==> config.mk <==
export PLATFORM = sky130hd
export DESIGN_NAME = nurn_cfg_loader
export DESIGN_NICKNAME = d
export VERILOG_FILES = /design/src/rtl/nurn_cfg_pkg.sv /design/src/rtl/nurn_cfg_loader.sv
export SDC_FILE = /design/constraint.sdc
export NUM_CORES = 1
export LEC_CHECK = 0
export BUFFER_PORTS_ARGS = -buffer_cell sky130_fd_sc_hd__buf_2
export CAP_MARGIN = 25
export CELL_PAD_IN_SITES_DETAIL_PLACEMENT = 1
export CELL_PAD_IN_SITES_GLOBAL_PLACEMENT = 1
export CORE_AREA = 2 2 82 84
export CTS_CLUSTER_SIZE = 25
export DETAILED_ROUTE_END_ITERATION = 8
export DIE_AREA = 0 0 84 86
export PLACE_DENSITY = 0.83
export SLEW_MARGIN = 25
export SYNTH_ARGS = -nofsm -noshare
export SYNTH_HDL_FRONTEND = slang
export SYNTH_SLANG_ARGS = --single-unit
==> constraint.sdc <==
create_clock -name clk_i -period 2.41 [get_ports clk_i]
set_clock_uncertainty 0.2 [all_clocks]
set_input_delay 0.1205 -clock clk_i [delete_from_list [all_inputs] [get_ports clk_i]]
set_output_delay 0.1205 -clock clk_i [all_outputs]
set_load 0.05 [all_outputs]
==> src/rtl/nurn_cfg_pkg.sv <==
// nurn_cfg_pkg: target codes, header layout, loader FSM states and target address width helper
package nurn_cfg_pkg;
    localparam logic [2:0] TGT_CFG_A   = 3'd0;
    localparam logic [2:0] TGT_CFG_B   = 3'd1;
    localparam logic [2:0] TGT_CFG_C   = 3'd2;
    localparam logic [2:0] TGT_STAT    = 3'd3;
    localparam logic [2:0] TGT_STAT_WT = 3'd4;

    localparam int HDR_TGT_LSB  = 29;
    localparam int HDR_TGT_W    = 3;
    localparam int HDR_LEN_LSB  = 16;
    localparam int HDR_LEN_W    = 13;
    localparam int HDR_BASE_LSB = 0;
    localparam int HDR_BASE_W   = 16;

    typedef enum logic [3:0] {
        IDLE = 4'b0001,
        DATA = 4'b0010,
        DROP = 4'b0100,
        DONE = 4'b1000
    } state_e;

    // Address width of a target memory; illegal codes get 0 (their address is never used).
    function automatic int tgt_tw(input logic [2:0] tgt, input int nb, input int ab);
        return (tgt == TGT_CFG_A || tgt == TGT_CFG_B)   ? nb :
               (tgt == TGT_CFG_C || tgt == TGT_STAT_WT) ? nb + ab :
               (tgt == TGT_STAT)                        ? nb + 2 : 0;
    endfunction
endpackage

==> src/rtl/nurn_cfg_loader.sv <==
// nurn_cfg_loader: NoC config-packet writer into neuron memories with neuron-start interlock
module nurn_cfg_loader
    import nurn_cfg_pkg::*;
#(
    parameter int FLIT_W             = 32,
    parameter int DATA_W             = 16,
    parameter int NURN_CNT_BIT_WIDTH = 2,
    parameter int AXON_CNT_BIT_WIDTH = 2,
    parameter int ADDR_W             = 4
) (
    input  logic              clk_i,
    input  logic              rst_i,
    input  logic [FLIT_W-1:0] flit_i,
    input  logic              flit_valid_i,
    output logic              flit_ready_o,
    input  logic              nurn_busy_i,
    input  logic              start_req_i,
    output logic              start_o,
    output logic              wrEn_o,
    output logic [4:0]        wrSel_o,
    output logic [ADDR_W-1:0] wrAddr_o,
    output logic [DATA_W-1:0] wrData_o,
    output logic              busy_o,
    output logic              load_done_o,
    output logic              err_o
);
    state_e               state_q, state_d;
    logic [2:0]           tgt_q, tgt_d;
    logic [ADDR_W-1:0]    addr_q, addr_d;
    logic [HDR_LEN_W-1:0] cnt_q, cnt_d;
    logic                 pend_q, pend_d, start_q, start_d, err_q, err_d;
    logic                 wr_en_q, wr_en_d;
    logic [4:0]           wr_sel_q, wr_sel_d;
    logic [ADDR_W-1:0]    wr_addr_q, wr_addr_d;
    logic [DATA_W-1:0]    wr_data_q, wr_data_d;

    logic [2:0]           hdr_tgt;
    logic [HDR_LEN_W-1:0] hdr_len;
    logic [ADDR_W-1:0]    hdr_mask, cur_mask;
    logic                 hdr_ok, acc, hdr_acc;

    assign hdr_tgt  = flit_i[HDR_TGT_LSB +: HDR_TGT_W];
    assign hdr_len  = flit_i[HDR_LEN_LSB +: HDR_LEN_W];
    assign hdr_ok   = hdr_tgt <= TGT_STAT_WT;
    assign hdr_mask = ADDR_W'((32'd1 << tgt_tw(hdr_tgt, NURN_CNT_BIT_WIDTH, AXON_CNT_BIT_WIDTH)) - 32'd1);
    assign cur_mask = ADDR_W'((32'd1 << tgt_tw(tgt_q, NURN_CNT_BIT_WIDTH, AXON_CNT_BIT_WIDTH)) - 32'd1);

    // A pending start owns the IDLE cycle it is issued in, so no header is taken then.
    assign flit_ready_o = !rst_i && (state_q == IDLE ? (!nurn_busy_i && !pend_q) : (state_q != DONE));
    assign acc          = flit_valid_i && flit_ready_o;
    assign hdr_acc      = acc && state_q == IDLE;

    assign start_o     = start_q;
    assign wrEn_o      = wr_en_q;
    assign wrSel_o     = wr_sel_q;
    assign wrAddr_o    = wr_addr_q;
    assign wrData_o    = wr_data_q;
    assign err_o       = err_q;
    assign busy_o      = state_q != IDLE;
    assign load_done_o = state_q == DONE;

    // Next state: header decode, data burst / drop counting, and start interlock.
    always_comb begin
        state_d   = state_q;
        tgt_d     = tgt_q;
        addr_d    = addr_q;
        cnt_d     = cnt_q;
        pend_d    = pend_q || start_req_i;
        start_d   = 1'b0;
        err_d     = 1'b0;
        wr_en_d   = 1'b0;
        wr_sel_d  = '0;
        wr_addr_d = '0;
        wr_data_d = '0;
        case (state_q)
            IDLE: begin
                if (hdr_acc) begin
                    tgt_d   = hdr_tgt;
                    addr_d  = ADDR_W'(flit_i[HDR_BASE_LSB +: HDR_BASE_W]) & hdr_mask;
                    cnt_d   = hdr_len;
                    err_d   = !hdr_ok;
                    state_d = hdr_len == '0 ? (hdr_ok ? DONE : IDLE) : (hdr_ok ? DATA : DROP);
                end
                start_d = pend_q || (start_req_i && !hdr_acc);
                pend_d  = start_req_i && hdr_acc;
            end
            DATA: begin
                if (acc) begin
                    wr_en_d   = 1'b1;
                    wr_sel_d  = 5'd1 << tgt_q;
                    wr_addr_d = addr_q;
                    wr_data_d = flit_i[DATA_W-1:0];
                    addr_d    = (addr_q + 1'b1) & cur_mask;
                    cnt_d     = cnt_q - 1'b1;
                    state_d   = cnt_q == HDR_LEN_W'(1) ? DONE : DATA;
                end
            end
            DROP: begin
                if (acc) begin
                    cnt_d   = cnt_q - 1'b1;
                    state_d = cnt_q == HDR_LEN_W'(1) ? IDLE : DROP;
                end
            end
            default: state_d = IDLE;
        endcase
    end

    // State and registered write bus; reset aborts any packet and drops a pending start.
    always_ff @(posedge clk_i) begin
        if (rst_i) begin
            state_q   <= IDLE;
            tgt_q     <= '0;
            addr_q    <= '0;
            cnt_q     <= '0;
            pend_q    <= 1'b0;
            start_q   <= 1'b0;
            err_q     <= 1'b0;
            wr_en_q   <= 1'b0;
            wr_sel_q  <= '0;
            wr_addr_q <= '0;
            wr_data_q <= '0;
        end else begin
            state_q   <= state_d;
            tgt_q     <= tgt_d;
            addr_q    <= addr_d;
            cnt_q     <= cnt_d;
            pend_q    <= pend_d;
            start_q   <= start_d;
            err_q     <= err_d;
            wr_en_q   <= wr_en_d;
            wr_sel_q  <= wr_sel_d;
            wr_addr_q <= wr_addr_d;
            wr_data_q <= wr_data_d;
        end
    end
endmodule

==> results of run 1 <==
[metrics by stage]
| step | utilization | hold slack (ns) | std cells | power, mW |
|---|---|---|---|---|
| final | 0.511 | 0.00151 | 446 | 1.86 |
| after global routing | 0.511 | 0.0164 | 446 | 1.95 |
| after CTS | 0.510 | 0.00185 | 446 | 1.85 |
| after detailed placement | 0.448 | 0.151 | 408 | 1.30 |
| after global placement | 0.448 | 0.144 | 408 | 1.29 |
| after floorplan | - | 0.0644 | 265 | 1.17 |
[registers in the layout, indices dropped and copies added (netlist names)]
name / cells
wrData_o: 16
cnt_q: 13
wrSel_o: 5
addr_q: 4
state_q: 4
wrAddr_o: 4
tgt_q: 3
err_o: 1
pend_q: 1
start_o: 1
wrEn_o: 1
[worst max-delay path, cell delays in order, from the launching register on]
cell      delay (ns)
dfxtp_1         0.43
or4b_4          0.63
a221oi_4        0.39
o21ai_0         0.20
a32o_1          0.30
[final timing paths]
kind / end / slack, ns
setup / recovery: addr_q[2] / 0.15
hold / removal: cnt_q[1] / 0.002
setup reg to reg: addr_q[2] / 0.15
hold reg to reg: cnt_q[10] / 0.29
[repair_timing]
| action | 4_1_cts | 5_1_grt |
|---|---|---|
| endpoints found under the hold margin | 35 | 0 |
| endpoints found under the setup margin | 0 | 1 |
| hold buffers | 30 | 0 |
| resized for setup | 0 | 1 |
| setup buffers | 0 | 0 |
[kinds of logic after synthesis]
group / share of synthesized area
DFF: 0.453
xor gates and xnor gates: 0.0112
and+or+nand+nor: 0.249
AOI/OAI and AO/OA: 0.216
buffers and inverters: 0.0384
adders and majority gates: 0.0160
muxes: 0.0171
[layer usage]
layer | global-route usage | vias up | share of wire
met5 | 0 | - | 0
met4 | 0.0777 | 0 | 0.026
met2 | 0.384 | 65 | 0.51
met1 | 0.249 | 1151 | 0.42
met3 | 0.0423 | 19 | 0.039
li1 | - | 1176 | -
[report_power, final]
part,switching (mW),leakage (nW),internal [mW]
combinational,0.215,0.998,0.168
clock,0.323,0.0445,0.207
sequential,0.0369,0.429,0.907
[layout by cell type, fill, tap and decap left out, drive strengths merged, types with 5 or more instances in the layout]
cell type,Yosys,routed
a211oi,6,6
a21oi,20,20
and3,24,24
buf,4,80
clkbuf,10,5
dfxtp,53,53
dlygate4sd3,0,30
inv,6,7
nand2,17,17
nand3,5,5
nor2,21,21
nor3,13,13
o211ai,5,5
o21ai,21,21
[synth_stat cells (all sizes together) (3+ instances only)]
| cell | count | area (um2) |
|---|---|---|
| a211oi | 6 | 50.1 |
| a21o | 3 | 22.5 |
| a21oi | 20 | 100 |
| a32o | 4 | 40.0 |
| a32oi | 3 | 26.3 |
| and2 | 3 | 18.8 |
| and3 | 24 | 150 |
| buf | 4 | 26.3 |
| clkbuf | 10 | 37.5 |
| dfxtp | 53 | 1060 |
| ha | 3 | 37.5 |
| inv | 6 | 22.5 |
| mux2i | 4 | 40.0 |
| nand2 | 17 | 63.8 |
| nand2b | 4 | 25.0 |
| nand3 | 5 | 25.0 |
| nor2 | 21 | 78.8 |
| nor3 | 13 | 70.1 |
| nor3b | 4 | 30.0 |
| nor4 | 4 | 25.0 |
| o211ai | 5 | 37.5 |
| o21ai | 21 | 109 |
[layout make-up]
class	instances	area share
sequential	53	0.331
clock inverter	3	0.00663
inverter	7	0.00819
tap	77	0.0300
clock buffer	5	0.0215
multi-input combinational	191	0.374
timing repair buffer	110	0.229
==> flow_summary_export.csv, run 1 <==
group,metric,value,unit
clocking,clk_pin_slew,0.10,ns
cells_and_area,nFillCells,730,
cells_and_area,multi_input_area,0.00120,mm2
logic_synthesis,postSynthNetCount,305,
cells_and_area,regArea,0.00106,mm2
timing,setup_viol,0,
floorplan,chipWidth,84,um
timing,fin_crit,2.26,ns
global_routing,grt_max_degree,24,
floorplan,io_pins,68,
worst_setup_path,rr_worst_depth,4,
routing,ant_nets,0,
placed_design,placed_area,0.00281,mm2
logic_synthesis,yosysWarnings,0,
timing,rsz0062_at_grt,"false",
logic_synthesis,syn_area,0.00234,mm2
routing,drc,0,
clocking,numCtsBuffers,5,
worst_setup_path,crit_path_max_fanout,9,
cells_and_area,final_area,0.00321,mm2
routing,drt-vias-per-instance,5.41,
placed_design,gp_congestion,0.801,
logic_synthesis,ys_ff_latch,53,
timing,finalSetupTns,0,ns
logic_synthesis,async_flop_share,0,
global_routing,grt_usage,0.212,
clocking,cts_sinks,53,
worst_setup_path,critical_path_class,"reg2reg",
floorplan,dieHeight,86,um
clocking,clk_path_buf_depth,2,
global_routing,antenna_found_initial,0,
floorplan,fp-row-count,29,
clocking,cts_root_buf,"clkbuf_8",
timing,fin_ws,0.150,ns
hold_path,hold_depth,3,
placed_design,port_buffers,67,
global_routing,grt_pass1_vias,2449,
logic_synthesis,avgSynthCellArea,8.85,um2
worst_setup_path,crit_arrival,2.27,ns
routing,firstDrtPassIters,4,
timing,tightest_slew,0.597,ns
routing,vias,2411,
power_and_ir_drop,power-per-cell-area,579,mW/mm2
routing,wire_per_inst,16.6,um
timing,period_share,0.938,
power_and_ir_drop,p_leak,1.47,nW
global_routing,grt-ovfl-total,0,
logic_synthesis,ys_types,47,
hold_path,hp-start,"flit_i[17]",
power_and_ir_drop,ir_drop,0.269,mV
placed_design,dp_slack,0.206,ns
worst_setup_path,worst_setup_path_end_kind,"register",
clocking,clkLatencyLatePin,0.32,ns
floorplan,initial_core_util,0.374,
logic_synthesis,syn_inst,265,
global_routing,grt_pass1_wl,12200,um
cells_and_area,diodes,0,
worst_setup_path,cp_data_required_time,2.42,ns
logic_synthesis,synthFlopType,"dfxtp_1",
routing,drt-initial-drc-count,83,
cells_and_area,drive_gt1_frac,0.268,
timing,hold_viol_final,0,
timing,max_clock_freq,443,MHz
worst_setup_path,crit_start,"state_q[2]",
worst_setup_path,start_kind,"register",
floorplan,fp.dieArea,0.00722,mm2
logic_synthesis,seq_area_frac_synth,0.453,
worst_setup_path,r2r-start,"state_q[2]",
timing,finalMaxSlewViolations,0,
placed_design,dp_hpwl,4920,um
routing,routed_wl,7420,um
timing,slew_headroom,0.600,
status,status,"completed",
job,maxCapViolations,0,
clocking,htreeDepth,2,
hold_path,hp-class,"in2reg",
floorplan,core-area,0.00628,mm2
cells_and_area,area_delta_synth_final,36.8,%
logic_synthesis,synth_edf_count,0,
clocking,tritoncts,"built",
cells_and_area,nNetsFinal,408,
No activity file was read; power rests on OpenSTA's default activity.
==> run 2: changes to the inputs <==
--- a/config.mk
+++ b/config.mk
@@ -7,13 +7,11 @@
 export LEC_CHECK = 0
 export BUFFER_PORTS_ARGS = -buffer_cell sky130_fd_sc_hd__buf_2
 export CAP_MARGIN = 25
-export CELL_PAD_IN_SITES_DETAIL_PLACEMENT = 1
-export CELL_PAD_IN_SITES_GLOBAL_PLACEMENT = 1
-export CORE_AREA = 2 2 82 84
+export CORE_AREA = 2 2 76 78
 export CTS_CLUSTER_SIZE = 25
 export DETAILED_ROUTE_END_ITERATION = 8
-export DIE_AREA = 0 0 84 86
-export PLACE_DENSITY = 0.83
+export DIE_AREA = 0 0 78 80
+export PLACE_DENSITY = 0.74
 export SLEW_MARGIN = 25
 export SYNTH_ARGS = -nofsm -noshare
 export SYNTH_HDL_FRONTEND = slang
==> run 2 against run 1 <==
  * Hold slack gained 0.013 ns
  * Core utilization grew 8.4 points
  * Routed wire length shrank 19%
  * Sequential share of layout area shrank 0.077 points
  * First-iteration DRC count grew 22%
  * Sequential cell count is the same
  * Final cell count shrank 1.3%
  * Largest power group unchanged
  * Critical path depth is the same
  * Critical endpoint unchanged
  * Design area grew 0.23%
  * Critical path type unchanged
  * Via count shrank 2.9%
==> flow_summary_export.csv, run 2 (synthesized netlist as in run 1, its figures left out) <==
group,metric,value,unit
status,status,"completed",
timing,period_share,0.924,
global_routing,grt-ovfl-total,0,
timing,tightest_slew,0.670,ns
floorplan,chipWidth,78,um
routing,vias,2342,
cells_and_area,instances_no_fill,440,
timing,fin_crit,2.23,ns
cells_and_area,final_area,0.00321,mm2
worst_setup_path,crit_path_max_fanout,10,
clocking,cts_root_buf,"clkbuf_8",
cells_and_area,nNetsFinal,407,
clocking,numCtsBuffers,5,
clocking,clk_path_buf_depth,2,
job,maxCapViolations,0,
placed_design,dp_hpwl,4130,um
clocking,cts_sinks,53,
timing,fin_ws,0.183,ns
cells_and_area,largest_reg_flops,16,
clocking,clkLatencyLatePin,0.30,ns
worst_setup_path,cp_data_required_time,2.41,ns
placed_design,dp_slack,0.229,ns
global_routing,antenna_found_initial,0,
power_and_ir_drop,seqPwrFrac,0.493,
routing,ant_nets,0,
global_routing,grt_usage,0.196,
cells_and_area,finalCoreUtilization,0.595,
routing,routed_wl,6010,um
routing,drt-initial-drc-count,101,
cells_and_area,layout_commonest_cell,"buf_2",
worst_setup_path,start_kind,"register",
timing,holdWs,0.0148,ns
power_and_ir_drop,p_leak,1.47,nW
timing,slew_headroom,0.554,
placed_design,dp.cells,401,
timing,finalMaxSlewViolations,0,
cells_and_area,final_cell_mix,"67 x buf_2, 53 x dfxtp_1, 31 x dlygate4sd3_1",
cells_and_area,diodes,0,
global_routing,grt_pass1_vias,2202,
power_and_ir_drop,total_power,1.91,mW
timing,rsz0062_at_grt,"false",
global_routing,grt_pass1_wl,9850,um
worst_setup_path,r2r_slack,0.18,ns
power_and_ir_drop,p_int,1.39,mW
worst_setup_path,worst_setup_path_end_kind,"register",
worst_setup_path,crit_arrival,2.23,ns
power_and_ir_drop,switchingPower,0.524,mW
power_and_ir_drop,ir_drop,0.240,mV
routing,drt-vias-per-instance,5.32,
timing,finalSetupTns,0,ns
power_and_ir_drop,pwr-share-comb,0.193,
cells_and_area,drive_gt1_frac,0.264,
clocking,htreeDepth,2,
floorplan,io_pins,68,
floorplan,core-area,0.00541,mm2
placed_design,port_buffers,67,
floorplan,fp.dieArea,0.00624,mm2
clocking,clk_pin_slew,0.09,ns
placed_design,gp_congestion,0.840,
clocking,ctsResizeCount,0,
routing,drc,0,
cells_and_area,area_delta_synth_final,37.1,%
hold_path,hp-class,"in2reg",
power_and_ir_drop,p_clk_frac,0.314,
floorplan,initial_core_util,0.434,
timing,setup_viol,0,
routing,wire_per_inst,13.7,um
cells_and_area,nFillCells,469,
power_and_ir_drop,power.share.switching,0.275,
clocking,tritoncts,"built",
placed_design,placed_area,0.00279,mm2
power_and_ir_drop,power-per-cell-area,594,mW/mm2
timing,hold_viol_final,0,
floorplan,fp-row-count,27,
floorplan,dieHeight,80,um
global_routing,grt_max_degree,26,
worst_setup_path,critical_path_class,"reg2reg",
timing,max_clock_freq,449,MHz
routing,firstDrtPassIters,4,
[run 2: changes by cell type in the layout (fill, tap and decap cells not counted), sizes merged]
| cell | previous run | this run |
|---|---|---|
| clkbuf | 5 | 6 |
| inv | 7 | 6 |
| bufinv | 0 | 1 |
| buf | 80 | 78 |
| dlygate4sd3 | 30 | 31 |
| clkinvlp | 1 | 0 |
[run 2: repair_timing]
| action | 4_1_cts | 5_1_grt |
|---|---|---|
| hold buffers | 31 | 0 |
| setup buffers | 0 | 0 |
| endpoints found under the hold margin | 36 | 0 |
[run 2: final timing paths]
check / startpoint / endpoint / cells after the start
max: state_q[1] / addr_q[2] / 4
max reg2reg: state_q[1] / addr_q[2] / 4
min reg2reg: cnt_q[10] / cnt_q[10] / 2
min: flit_i[22] / cnt_q[6] / 4
[run 2: cell type report]
| class | instances | area, um2 | share of cell area |
|---|---|---|---|
| clock inverter | 2 | 38.8 | 0.0121 |
| tap | 72 | 90.1 | 0.0280 |
| inverter | 7 | 26.3 | 0.00817 |
| timing repair buffer | 109 | 728 | 0.227 |
| multi-input combinational | 191 | 1200 | 0.373 |
| sequential | 53 | 1060 | 0.330 |
| clock buffer | 6 | 72.6 | 0.0226 |
[run 2: layer usage]
| metal | track usage | wire length (um) | vias to the layer above |
|---|---|---|---|
| met2 | 0.372 | 3000 | 87 |
| met4 | 0.0456 | 52 | 0 |
| li1 | - | - | 1175 |
| met3 | 0.0441 | 413 | 7 |
| met1 | 0.223 | 2540 | 1073 |
| met5 | 0 | 0 | - |
[run 2: power by group through the flow]
stage          clock [mW]  sequential (mW)  combinational (mW)
2_1_floorplan           0            0.959               0.214
3_3_place_gp            0            0.959               0.323
3_5_place_dp            0            0.961               0.328
4_1_cts             0.613            0.940               0.369
5_1_grt             0.654            0.947               0.408
6_report            0.601            0.941               0.369
[run 2: worst max-delay path: stages, from the launching register on]
cell	delay [ns]
dfxtp_1	0.54
or4b_4	0.57
a221oi_4	0.39
o21ai_0	0.15
a32o_1	0.27
